[src/rtl/axi_addr_arb_pkg.sv]
// Shared types and constants for the AXI address-channel arbiter.
// Latency: none (declarations only).
// Backpressure: none (declarations only).
package axi_addr_arb_pkg;

    localparam int LEN_W  = 9;   // burst length in beats, 1..256 legal
    localparam int SIZE_W = 8;   // bytes per beat, 1..128 legal

    typedef enum logic [1:0] {
        ARB_IDLE    = 2'd0,
        ARB_ISSUE   = 2'd1,
        ARB_RELEASE = 2'd2
    } arb_state_t;

    // Burst descriptor captured from the winning requester at grant time.
    typedef struct packed {
        logic [LEN_W-1:0]  len;
        logic [SIZE_W-1:0] size;
        logic              incr;
    } burst_t;

    // Next index in a ring of n entries.
    function automatic int wrap_inc(input int idx, input int n);
        return (idx + 1 >= n) ? 0 : idx + 1;
    endfunction

endpackage

[src/rtl/axi_addr_rr_picker.sv]
// Picks the first asserted request scanning upward (with wrap) from a start index.
// Latency: purely combinational.
// Backpressure: none; the caller decides when the result is consumed.
//
// Ports:
//   req        in   NUM_REQ   pending request vector
//   start      in   ID_W      index where the scan begins
//   any        out  1         at least one request pending
//   win_idx    out  ID_W      index of the winner (0 when any=0)
//   win_onehot out  NUM_REQ   one-hot winner (all zero when any=0)
module axi_addr_rr_picker
    import axi_addr_arb_pkg::*;
#(
    parameter int NUM_REQ = 4,
    parameter int ID_W    = $clog2(NUM_REQ)
) (
    input  logic [NUM_REQ-1:0] req,
    input  logic [ID_W-1:0]    start,
    output logic               any,
    output logic [ID_W-1:0]    win_idx,
    output logic [NUM_REQ-1:0] win_onehot
);

    always_comb begin : pick
        int   j;
        logic found;
        j          = 0;
        found      = 1'b0;
        win_idx    = '0;
        win_onehot = '0;
        for (int k = 0; k < NUM_REQ; k++) begin
            j = (int'(start) + k) % NUM_REQ;
            if (!found && req[j]) begin
                found         = 1'b1;
                win_idx       = ID_W'(j);
                win_onehot[j] = 1'b1;
            end
        end
        any = found;
    end

endmodule

[src/rtl/axi_addr_channel_arbiter.sv]
// Shares one AXI address go/done channel among NUM_REQ requesters; one burst in flight at a time.
// Latency: req_valid in IDLE -> ch_go next cycle; ch_done -> req_done next cycle; >=2 cycles between grants.
// Backpressure: requesters hold req_valid until req_done; a high ch_done (stale or current) blocks new grants.
//
// Build option: define AXI_ADDR_ARB_RR_EN for round-robin arbitration; otherwise fixed priority (index 0 highest).
//
// Ports:
//   clk, resetn                     clock, synchronous active-low reset
//   req_valid/addr/len/size/incr    per-requester request, packed slice i = requester i
//   req_done, req_error             one-cycle completion pulse to the winner, with channel error status
//   busy, grant_id                  transaction in flight, current/last granted index
//   ch_go/address/burst_length/burst_size/increment   registered command to the channel
//   ch_done, ch_error               channel completion and error
module axi_addr_channel_arbiter
    import axi_addr_arb_pkg::*;
#(
    parameter int NUM_REQ = 4,
    parameter int ADDR_W  = 32,
    parameter int ID_W    = $clog2(NUM_REQ)
) (
    input  logic                      clk,
    input  logic                      resetn,
    input  logic [NUM_REQ-1:0]        req_valid,
    input  logic [NUM_REQ*ADDR_W-1:0] req_addr,
    input  logic [NUM_REQ*LEN_W-1:0]  req_len,
    input  logic [NUM_REQ*SIZE_W-1:0] req_size,
    input  logic [NUM_REQ-1:0]        req_incr,
    output logic [NUM_REQ-1:0]        req_done,
    output logic                      req_error,
    output logic                      busy,
    output logic [ID_W-1:0]           grant_id,
    output logic                      ch_go,
    output logic [ADDR_W-1:0]         ch_address,
    output logic [LEN_W-1:0]          ch_burst_length,
    output logic [SIZE_W-1:0]         ch_burst_size,
    output logic                      ch_increment,
    input  logic                      ch_done,
    input  logic                      ch_error
);

    arb_state_t          state_q, state_d;
    logic                go_q, go_d;
    logic [ADDR_W-1:0]   addr_q, addr_d;
    burst_t              burst_q, burst_d;
    logic [ID_W-1:0]     gid_q, gid_d;
    logic [NUM_REQ-1:0]  oh_q, oh_d;
    logic [NUM_REQ-1:0]  done_q, done_d;
    logic                err_q, err_d;
    logic                busy_q, busy_d;

    // Unpack the flat request buses so the winner can be indexed directly.
    logic [ADDR_W-1:0] addr_a  [NUM_REQ];
    burst_t            burst_a [NUM_REQ];

    for (genvar i = 0; i < NUM_REQ; i++) begin : g_unpack
        assign addr_a[i]  = req_addr[i*ADDR_W +: ADDR_W];
        assign burst_a[i] = {req_len[i*LEN_W +: LEN_W], req_size[i*SIZE_W +: SIZE_W], req_incr[i]};
    end

    logic [ID_W-1:0] pick_start;

`ifdef AXI_ADDR_ARB_RR_EN
    logic [ID_W-1:0] rr_ptr_q, rr_ptr_d;
    assign pick_start = rr_ptr_q;
`else
    assign pick_start = '0;
`endif

    logic               pick_any;
    logic [ID_W-1:0]    pick_idx;
    logic [NUM_REQ-1:0] pick_oh;

    axi_addr_rr_picker #(
        .NUM_REQ (NUM_REQ),
        .ID_W    (ID_W)
    ) u_picker (
        .req        (req_valid),
        .start      (pick_start),
        .any        (pick_any),
        .win_idx    (pick_idx),
        .win_onehot (pick_oh)
    );

    always_comb begin
        state_d = state_q;
        go_d    = go_q;
        addr_d  = addr_q;
        burst_d = burst_q;
        gid_d   = gid_q;
        oh_d    = oh_q;
        done_d  = '0;
        err_d   = 1'b0;
`ifdef AXI_ADDR_ARB_RR_EN
        rr_ptr_d = rr_ptr_q;
`endif
        case (state_q)
            ARB_IDLE: begin
                // A done still high from the previous burst must fall before the next go.
                if (pick_any && !ch_done) begin
                    addr_d  = addr_a[pick_idx];
                    burst_d = burst_a[pick_idx];
                    gid_d   = pick_idx;
                    oh_d    = pick_oh;
                    go_d    = 1'b1;
                    state_d = ARB_ISSUE;
                end
            end
            ARB_ISSUE: begin
                // Fields stay latched; requester changes are ignored until completion.
                if (ch_done) begin
                    go_d    = 1'b0;
                    done_d  = oh_q;
                    err_d   = ch_error;
`ifdef AXI_ADDR_ARB_RR_EN
                    rr_ptr_d = ID_W'(wrap_inc(int'(gid_q), NUM_REQ));
`endif
                    state_d = ARB_RELEASE;
                end
            end
            ARB_RELEASE: begin
                if (!ch_done) begin
                    state_d = ARB_IDLE;
                end
            end
            default: begin
                state_d = ARB_IDLE;
                go_d    = 1'b0;
            end
        endcase
        busy_d = (state_d != ARB_IDLE);
    end

    always_ff @(posedge clk) begin
        if (!resetn) begin
            state_q <= ARB_IDLE;
            go_q    <= 1'b0;
            addr_q  <= '0;
            burst_q <= '0;
            gid_q   <= '0;
            oh_q    <= '0;
            done_q  <= '0;
            err_q   <= 1'b0;
            busy_q  <= 1'b0;
`ifdef AXI_ADDR_ARB_RR_EN
            rr_ptr_q <= '0;
`endif
        end else begin
            state_q <= state_d;
            go_q    <= go_d;
            addr_q  <= addr_d;
            burst_q <= burst_d;
            gid_q   <= gid_d;
            oh_q    <= oh_d;
            done_q  <= done_d;
            err_q   <= err_d;
            busy_q  <= busy_d;
`ifdef AXI_ADDR_ARB_RR_EN
            rr_ptr_q <= rr_ptr_d;
`endif
        end
    end

    assign ch_go           = go_q;
    assign ch_address      = addr_q;
    assign ch_burst_length = burst_q.len;
    assign ch_burst_size   = burst_q.size;
    assign ch_increment    = burst_q.incr;
    assign req_done        = done_q;
    assign req_error       = err_q;
    assign busy            = busy_q;
    assign grant_id        = gid_q;

endmodule
[config.mk]
export PLATFORM = sky130hd
export DESIGN_NAME = axi_addr_channel_arbiter
export DESIGN_NICKNAME = d
export VERILOG_FILES = /design/src/rtl/axi_addr_arb_pkg.sv /design/src/rtl/axi_addr_rr_picker.sv /design/src/rtl/axi_addr_channel_arbiter.sv
export SDC_FILE = /design/constraint.sdc
export NUM_CORES = 1
export LEC_CHECK = 0
export ABC_AREA = 1
export ABC_CLOCK_PERIOD_IN_PS = 1700
export CELL_PAD_IN_SITES_DETAIL_PLACEMENT = 0
export CELL_PAD_IN_SITES_GLOBAL_PLACEMENT = 1
export CORE_AREA = 4 4 144 146
export CTS_BUF_LIST = sky130_fd_sc_hd__clkbuf_4 sky130_fd_sc_hd__clkbuf_8 sky130_fd_sc_hd__clkbuf_16
export DETAILED_ROUTE_END_ITERATION = 7
export DIE_AREA = 0 0 148 150
export PLACE_DENSITY_LB_ADDON = 0.1
export SYNTH_ARGS = -nofsm -noshare
export SYNTH_HDL_FRONTEND = slang
export SYNTH_SLANG_ARGS = --single-unit
[constraint.sdc]
create_clock -name clk -period 1.7 [get_ports clk]
set_input_delay 0.51 -clock clk [delete_from_list [all_inputs] [get_ports clk]]
set_output_delay 0.51 -clock clk [all_outputs]
set_load 0.03 [all_outputs]
# == Word-level counts from Yosys, hierarchy flattened ==
# Cells that the tools add are included.
# totals
regBits,65
latchBits,0
ram_bits,0
rom_bits,0
memories,0
# classes
addsub,0
n_mul,0
n_div,0
n_lt_le_gt_ge,1
n_eq_ne,4
shifts,0
muxes,24
n_bitwise,2
n_reduce_logical,13
# ops
operator,count
binary-select mux 32 bit (select 2 bit),1
two-way mux 32 bit,2
binary-select mux 18 bit (select 2 bit),1
two-way mux 18 bit,2
two-way mux 2 bit,6
two-way mux 1 bit,8
case mux 2 bit (3 select lines),1
AND reduction 3 bit,2
logical AND 1 bit,4
logical NOT 1 bit,4
two-way mux 4 bit,1
inequality test 2 bit (second input constant),2
>= comparator 3 bit (second input constant),1
two-way mux 3 bit,1
NOT 2 -> 3 bit,1
case mux 1 bit (3 select lines),1
equality test 2 x 1 -> 1 bit (second input constant),1
equality test 2 bit (second input constant),1
logical NOT 2 bit,1
AND reduction 2 bit,1
nonzero test 2 bit,1
NOT 1 bit,1

# == Depth between registers and ports, before layout ==
# Gate-level depths: netlist (run 1).
# depth
ltp_word,14
depth_mapped,10

# == Modules after synthesis ==
# From an unflattened synthesis (run 1), not the netlist that was laid out.
# unflattened
cells_unflattened,826
hier_area_um2,4664.5
# modules_own_cells
mod,instances,cells_per_inst,area_each_um2
axi_addr_channel_arbiter,1,752,4224.1
axi_addr_rr_picker,1,74,440.4

# == Worst setup path before layout (run 1) ==
# OpenSTA, ideal clock, no wires.
# synth_path
kind,input to register
startpoint,in ch_done
endpoint,reg addr_q[10] (netlist: ch_address[10])
t_arrival_ps,1402
required_ps,1580
setup_slack_ps,179
cell_stages,10
n_path_buf,2
path_cell_list,inv_2 nand2_1 nor2_1 nand2_4 inv_4 buf_6 buf_2 nand2_1 nand2_1 a21oi_1
# synth_between
elab_chain_cells,3
# synth_rtl
element,line_no,text
start: declaration,axi_addr_channel_arbiter.sv:37,"input logic ch_done,"
logical NOT 1 bit,--,
logical AND 1 bit,axi_addr_channel_arbiter.sv:99,if (pick_any && !ch_done) begin
AND reduction 2 bit (no line),--,
end signal: assignment,axi_addr_channel_arbiter.sv:150,addr_q <= addr_d;
end: declaration,axi_addr_channel_arbiter.sv:43,"logic [ADDR_W-1:0] addr_q, addr_d;"
# No other way between the ends.
# A chain may end at the register's enable or synchronous reset.

# == Final worst setup path (run 1) ==
# layout_path
startpoint,reg addr_q[18] (netlist: ch_address[18])
endpoint,out ch_address[18]
# layout_rtl
element,line_no,text
end: declaration,axi_addr_channel_arbiter.sv:33,"output logic [ADDR_W-1:0] ch_address,"
# No word-level cell between the ends.

==> flow_summary.yaml, run 1 <==
outcome:
  status: "completed"
logic_synthesis:
  synth_top_area_cell: "dfxtp_1"
  syn-mean-instance-area_sq_um: 5.772
  synthTopCellsByArea: "dfxtp_1 27%, nand2_1 20%, inv_1 13%, nand3_1 11%, nand3b_1 7.9%"
  mappedNetlistArea_sq_um: 4762
  async_reset_ff_share_pct: 0
  ys_seq_area_share_pct: 27.33
  yosys-top-cells-count: "255 x nand2_1, 160 x inv_1, 100 x nand3_1"
  syn_nets: 1033
  synth-edff-count: 0
  ys.flop_type: "dfxtp_1"
  ys_ff_latch: 65
  syn_inst: 825
  synth_top_area_share_pct: 27.33
  synth_warnings: 0
  synth.most_common_cell: "nand2_1"
  ys_types: 25
routing:
  drt-wirelength-per-cell_um: 15.14
  drtPass1Iterations: 5
  finalWirelength_um: 20510
  num_vias: 5876
  drtIter0Drc: 198
  ant_nets: 0
  via_per_inst: 4.340
  drc_errors: 0
timing:
  rsz0062_at_grt: "no"
  min_period_over_period_pct: 95.73
  max_freq_mhz: 614.5
  setup_viol: 0
  timing.max_slew.rel_slack_pct: 75.39
  tightest_slew_ns: 0.3706
  skew_ns: 0.005042
  slew_viol_final: 0
  finalSetupTns_ns: 0
  holdWs_ns: 0.4271
  fin_crit_ns: 1.627
  setup_slack_ns: 0.07254
  hold_violations: 0
clock_network:
  ctsHoldBuffers: 0
  cts_root_buf: "clkbuf_16"
  cts_tree: "built"
  htreeDepth: 3
  clk_path_buf_depth: 2
  clk_latency_ns: 0.34
  numClockSinks: 65
  numCtsBuffers: 9
  clkTransAtPathRegs_ns: 0.06
critical_path:
  r2r_cells: 8
  cp_slowest_stage_delay_ns: 0.45
  required_ns: 1.19
  r2r-start: "state_q[1]"
  worstPathBufferInverterCount: 1
  path_max_fanout: 2
  r2r_end: "oh_q[0]"
  cp_slowest_cell: "dlygate4sd2_1"
  cp-end-kind: "output pin"
  start_kind: "flip-flop"
  arrival_ns: 1.12
  crit_start: "ch_address[18]"
  cp.depth: 1
  crit_path_cell_trace: "dlygate4sd2_1"
  rrSetupSlack_ns: 0.38
  cp_top_family: "buffers and inverters"
  path_class: "flip-flop to output pin"
  cp-endpoint: "ch_address[18]"
global_routing:
  grt_pass1_wl_um: 30920
  grt_max_degree: 51
  grt_overflow: 0
  grt_usage_pct: 17.40
  antenna_found_initial: 1
  grt_pass1_vias: 5705
pwr:
  p_total_mw: 5.534
  pwr-share-clk_pct: 34.5
  p_seq_share_pct: 31.0
  switching_share_pct: 32.61
  power.density_nw_per_um2: 666.8
  power_leakage_nw: 4.342
  comb_power_share_pct: 34.6
  ir_worst_vdd_mv: 0.4461
  switchingPower_mw: 1.805
  cell_internal_pwr_mw: 3.729
worst_hold_path:
  hp-class: "flip-flop to flip-flop"
  hold_start: "oh_q[3]"
cells_and_area:
  area_growth_pct: 74.28
  finish.instance_area_sq_um: 8299
  drive_gt1_share_pct: 6.795
  nets: 1292
  diodes: 0
placed_design:
  place.gp.congestion: 0.7898
  io_buffers: 266
  placed_cell_area_sq_um: 7859
  dp_hpwl_um: 14420
  dp_slack_ns: -0.4196
job:
  cap_violations: 0
die:
  ioPinCount: 267
  placementRows: 51
  die-width_um: 148
  dieArea_sq_um: 22200
  core-area_sq_um: 19400
  die_y_um: 150
  start_util_pct: 24.55
==> worst min-delay path by stage <==
| stage | end | depth (start not counted) | slack (ns) |
|---|---|---|---|
| 3_5_place_dp | req_done[3] | 2 | 0.42 |
| 5_1_grt | req_done[3] | 2 | 0.45 |
| 2_1_floorplan | req_done[1] | 2 | 0.41 |
| 4_1_cts | req_done[3] | 2 | 0.43 |
| 3_3_place_gp | req_done[3] | 2 | 0.42 |
| 6_report | req_done[3] | 2 | 0.43 |
==> kinds of logic after synthesis <==
family	synth area share, %
buf+inv	19.86
compound gates	12.22
flops	27.33
simple gates	40.59
==> state kept, by name, indices dropped and copies added, names as in the netlist <==
name / count
ch_burst_length: 9
state_q: 2
ch_go: 1
busy: 1
req_done: 4
ch_address: 32
grant_id: 2
oh_q: 4
ch_increment: 1
ch_burst_size: 8
req_error: 1
==> worst min-delay path, stage by stage (launching register included) <==
cell and delay (ns):
dfxtp_1 0.31, inv_1 0.05, nor2_1 0.03
==> power groups by stage <==
| stage | clock network [mW] | logic [mW] | registers (mW) |
|---|---|---|---|
| finish | 1.91 | 1.91 | 1.71 |
| global placement | 0 | 1.91 | 1.75 |
| detailed placement | 0 | 1.91 | 1.75 |
| CTS | 1.97 | 1.88 | 1.71 |
| floorplan | 0 | 0.699 | 1.99 |
| global route | 2.04 | 2.09 | 1.73 |
==> placed cells by master (no fill, tap or decap), drive strengths merged <==
| master | n |
|---|---|
| a211oi | 2 |
| a21oi | 55 |
| buf | 40 |
| bufbuf | 1 |
| bufinv | 1 |
| clkbuf | 11 |
| clkdlybuf4s50 | 201 |
| clkinv | 7 |
| dfxtp | 65 |
| dlygate4sd2 | 61 |
| dlymetal6s2s | 2 |
| inv | 164 |
| nand2 | 256 |
| nand3 | 102 |
| nand3b | 50 |
| nand4 | 1 |
| nor2 | 10 |
| nor3 | 1 |
| o21ai | 56 |
| o31ai | 1 |
| or2 | 2 |
==> what timing repair did <==
| item | CTS | global route |
|---|---|---|
| cloned | 2 | 4 |
| pin swaps | 2 | 2 |
| setup endpoints to repair | 101 | 55 |
| buffers inserted | 2 | 2 |
| resized for setup | 63 | 12 |
| endpoints found under the hold margin | 0 | 0 |
==> layout make-up <==
type | instances | area [sq um]
clock buffers | 9 | 225.2
inverters | 164 | 628.1
flip-flops and latches | 65 | 1301
fillers | 2140 | 11100
well taps | 265 | 331.6
multi-input cells | 536 | 2547
repair inverters | 1 | 8.758
repair buffers | 307 | 3186
clock inverters | 7 | 71.32
==> per-stage QoR <==
step | util, % | std cells
2_1_floorplan | - | 825
3_3_place_gp | 40.51 | 1328
3_5_place_dp | 40.51 | 1328
4_1_cts | 42.18 | 1348
5_1_grt | 42.78 | 1354
6_report | 42.78 | 1354
==> routing by layer <==
metal  vias up  track usage (%)  routed length, um
met2       177            28.55               9566
li1       3064                -                  -
met3        16            5.058               1433
met4         2            3.187                152
met1      2617            23.01               9342
met5         -                0                 10
(Power assumes the default switching activity.)
==> run 2, diff against run 1 <==
--- a/config.mk
+++ b/config.mk
@@ -13,7 +13,8 @@
 export CTS_BUF_LIST = sky130_fd_sc_hd__clkbuf_4 sky130_fd_sc_hd__clkbuf_8 sky130_fd_sc_hd__clkbuf_16
 export DETAILED_ROUTE_END_ITERATION = 7
 export DIE_AREA = 0 0 148 150
-export PLACE_DENSITY_LB_ADDON = 0.1
+export GPL_TIMING_DRIVEN = 0
+export PLACE_DENSITY = 0.86
 export SYNTH_ARGS = -nofsm -noshare
 export SYNTH_HDL_FRONTEND = slang
 export SYNTH_SLANG_ARGS = --single-unit
==> constraint.sdc (replaced) <==
create_clock -name clk -period 1.7 [get_ports clk]
set_input_delay 0.17 -clock clk [delete_from_list [all_inputs] [get_ports clk]]
set_output_delay 0.17 -clock clk [all_outputs]
set_load 0.03 [all_outputs]
==> run 2 against run 1 <==
Die area unchanged. Critical path depth up 6. Flip-flop and latch count unchanged. Cell count up 1.6%. Sequential share of layout area up 0.21 points. Routed wire length about the same. Design area down 1.3%. Register-to-register slack worse by 0.19 ns. Highest routed layer is now met4.
==> flow_summary.yaml, run 2 (synthesis results as in run 1) <==
outcome:
  status: "completed"
cells_and_area:
  drive_gt1_share_pct: 7.291
  fillCellCount: 2104
  area_growth_pct: 71.99
  diodes: 0
  final_common_cell: "clkdlybuf4s50_1"
  largest_register_ffs: 32
  final_cell_mix: "264 x clkdlybuf4s50_1, 255 x nand2_1, 159 x inv_1, 100 x nand3_1, 65 x dfxtp_1"
  nets: 1314
pwr:
  switching_share_pct: 32.00
  power_leakage_nw: 4.061
  power.density_nw_per_um2: 679.7
  ir_worst_vdd_mv: 0.4190
  p_seq_share_pct: 31.0
  cell_internal_pwr_mw: 3.786
  pwr-share-clk_pct: 34.6
  switchingPower_mw: 1.781
  comb_power_share_pct: 34.4
  p_total_mw: 5.567
clock_network:
  ctsHoldBuffers: 0
  cts_root_buf: "clkbuf_16"
  numClockSinks: 65
  numCtsBuffers: 9
  clk_path_buf_depth: 2
  clkTransAtPathRegs_ns: 0.06
  htreeDepth: 3
  cts_tree: "built"
  clk_latency_ns: 0.34
timing:
  holdWs_ns: 0.2689
  rsz0062_at_grt: "yes"
  max_freq_mhz: 610.3
  fin_crit_ns: 1.639
  timing.max_slew.rel_slack_pct: 61.24
  min_period_over_period_pct: 96.39
  hold_violations: 0
  setup_viol: 0
  slew_viol_final: 0
  tightest_slew_ns: 0.5813
  skew_ns: 0.007583
routing:
  via_per_inst: 4.371
  drc_errors: 0
  num_vias: 6014
  drtIter0Drc: 321
  ant_nets: 0
  finalWirelength_um: 20520
  drt-wirelength-per-cell_um: 14.91
  drtPass1Iterations: 8
placed_design:
  io_buffers: 266
  place.gp.congestion: 0.8270
  dp_hpwl_um: 15970
global_routing:
  grt_max_degree: 13
  grt_pass1_wl_um: 31040
  antenna_found_initial: 0
  grt_overflow: 0
  grt_usage_pct: 17.87
  grt_pass1_vias: 5645
critical_path:
  cp_slowest_stage_delay_ns: 0.54
  r2r_cells: 10
  cp-end-kind: "flip-flop"
  arrival_ns: 1.87
  path_class: "input pin to flip-flop"
  worstPathBufferInverterCount: 4
  cp_top_family: "buffers and inverters"
  rrSetupSlack_ns: 0.19
  crit_path_cell_trace: "clkdlybuf4s50_1, o21ai_4, clkinvlp_4, buf_4, buf_2, nand3_1, a21oi_1"
  r2r-start: "state_q[1]"
  path_max_fanout: 10
  r2r_end: "ch_burst_length[0]"
  required_ns: 1.93
  start_kind: "input pin"
  cp_slowest_cell: "clkdlybuf4s50_1"
die:
  core-area_sq_um: 19400
  ioPinCount: 267
  dieArea_sq_um: 22200
  die_y_um: 150
  die-width_um: 148
  placementRows: 51
  start_util_pct: 24.55
job:
  cap_violations: 0
worst_hold_path:
  hp-class: "input pin to flip-flop"
  hold_depth: 3
  hold_path_end: "oh_q[0]"
  hold_start: "req_valid[0]"
## run 2: what timing repair did
item / in CTS / in global routing
resized for setup: 12 / 41
setup endpoints to repair: 51 / 51
pin swaps: 2 / 2
hold endpoints to repair: 0 / 0
setup buffers: 2 / 3
## run 2: worst max-delay path by stage
stage	cells past startpoint	to	slack [ns]	startpoint
3_5_place_dp	7	ch_address[29]	-0.63	req_valid[0]
2_1_floorplan	10	ch_address[10]	0.38	state_q[1]
5_1_grt	7	ch_burst_length[2]	-0.006	req_valid[3]
4_1_cts	8	ch_address[16]	0.002	req_valid[0]
3_3_place_gp	7	ch_address[29]	-0.61	req_valid[1]
6_report	7	ch_burst_length[7]	0.06	req_valid[3]
## run 2: power groups by stage
stage	sequential (mW)	clock, mW	combinational, mW
6_report	1.73	1.93	1.92
5_1_grt	1.74	2.04	2.09
4_1_cts	1.73	1.98	1.92
3_5_place_dp	1.76	0	1.90
3_3_place_gp	1.75	0	1.89
2_1_floorplan	1.99	0	0.699
## run 2: final cells by class
class / instances / area [sq um] / share of cell area (%)
multi-input combinational: 536 / 2532 / 30.92
buffer: 59 / 379.1 / 4.629
inverter: 164 / 621.8 / 7.592
clock inverter: 6 / 67.56 / 0.8249
tap: 265 / 331.6 / 4.048
sequential: 65 / 1301 / 15.89
timing repair buffer: 271 / 2718 / 33.18
clock buffer: 10 / 239.0 / 2.918
## run 2: routing by layer
metal	GRT usage (%)	vias up	share of wire, %
met1	22.76	2673	43
met5	0	-	0
met4	3.187	0	0.70
li1	-	3109	-
met3	5.270	10	8.3
met2	30.35	222	48
## run 2: worst min-delay path: cells and delay by family
family	cells	cell delay [ns]
AO/OA/AOI/OAI	2	0.22
buffers and inverters	1	0.18
## run 2: metrics by stage
stage	area (sq um)	utilization, %	worst slack [ns]	setup TNS [ns]	cells
4_1_cts	8114	41.83	0.001934	0	1374
6_report	8190	42.22	0.06135	0	1376
5_1_grt	8190	42.22	-0.006209	-0.01449	1376
2_1_floorplan	4762	-	0.3825	0	825
3_3_place_gp	7756	39.98	-0.6144	-27.04	1356
3_5_place_dp	7756	39.98	-0.6326	-27.27	1356
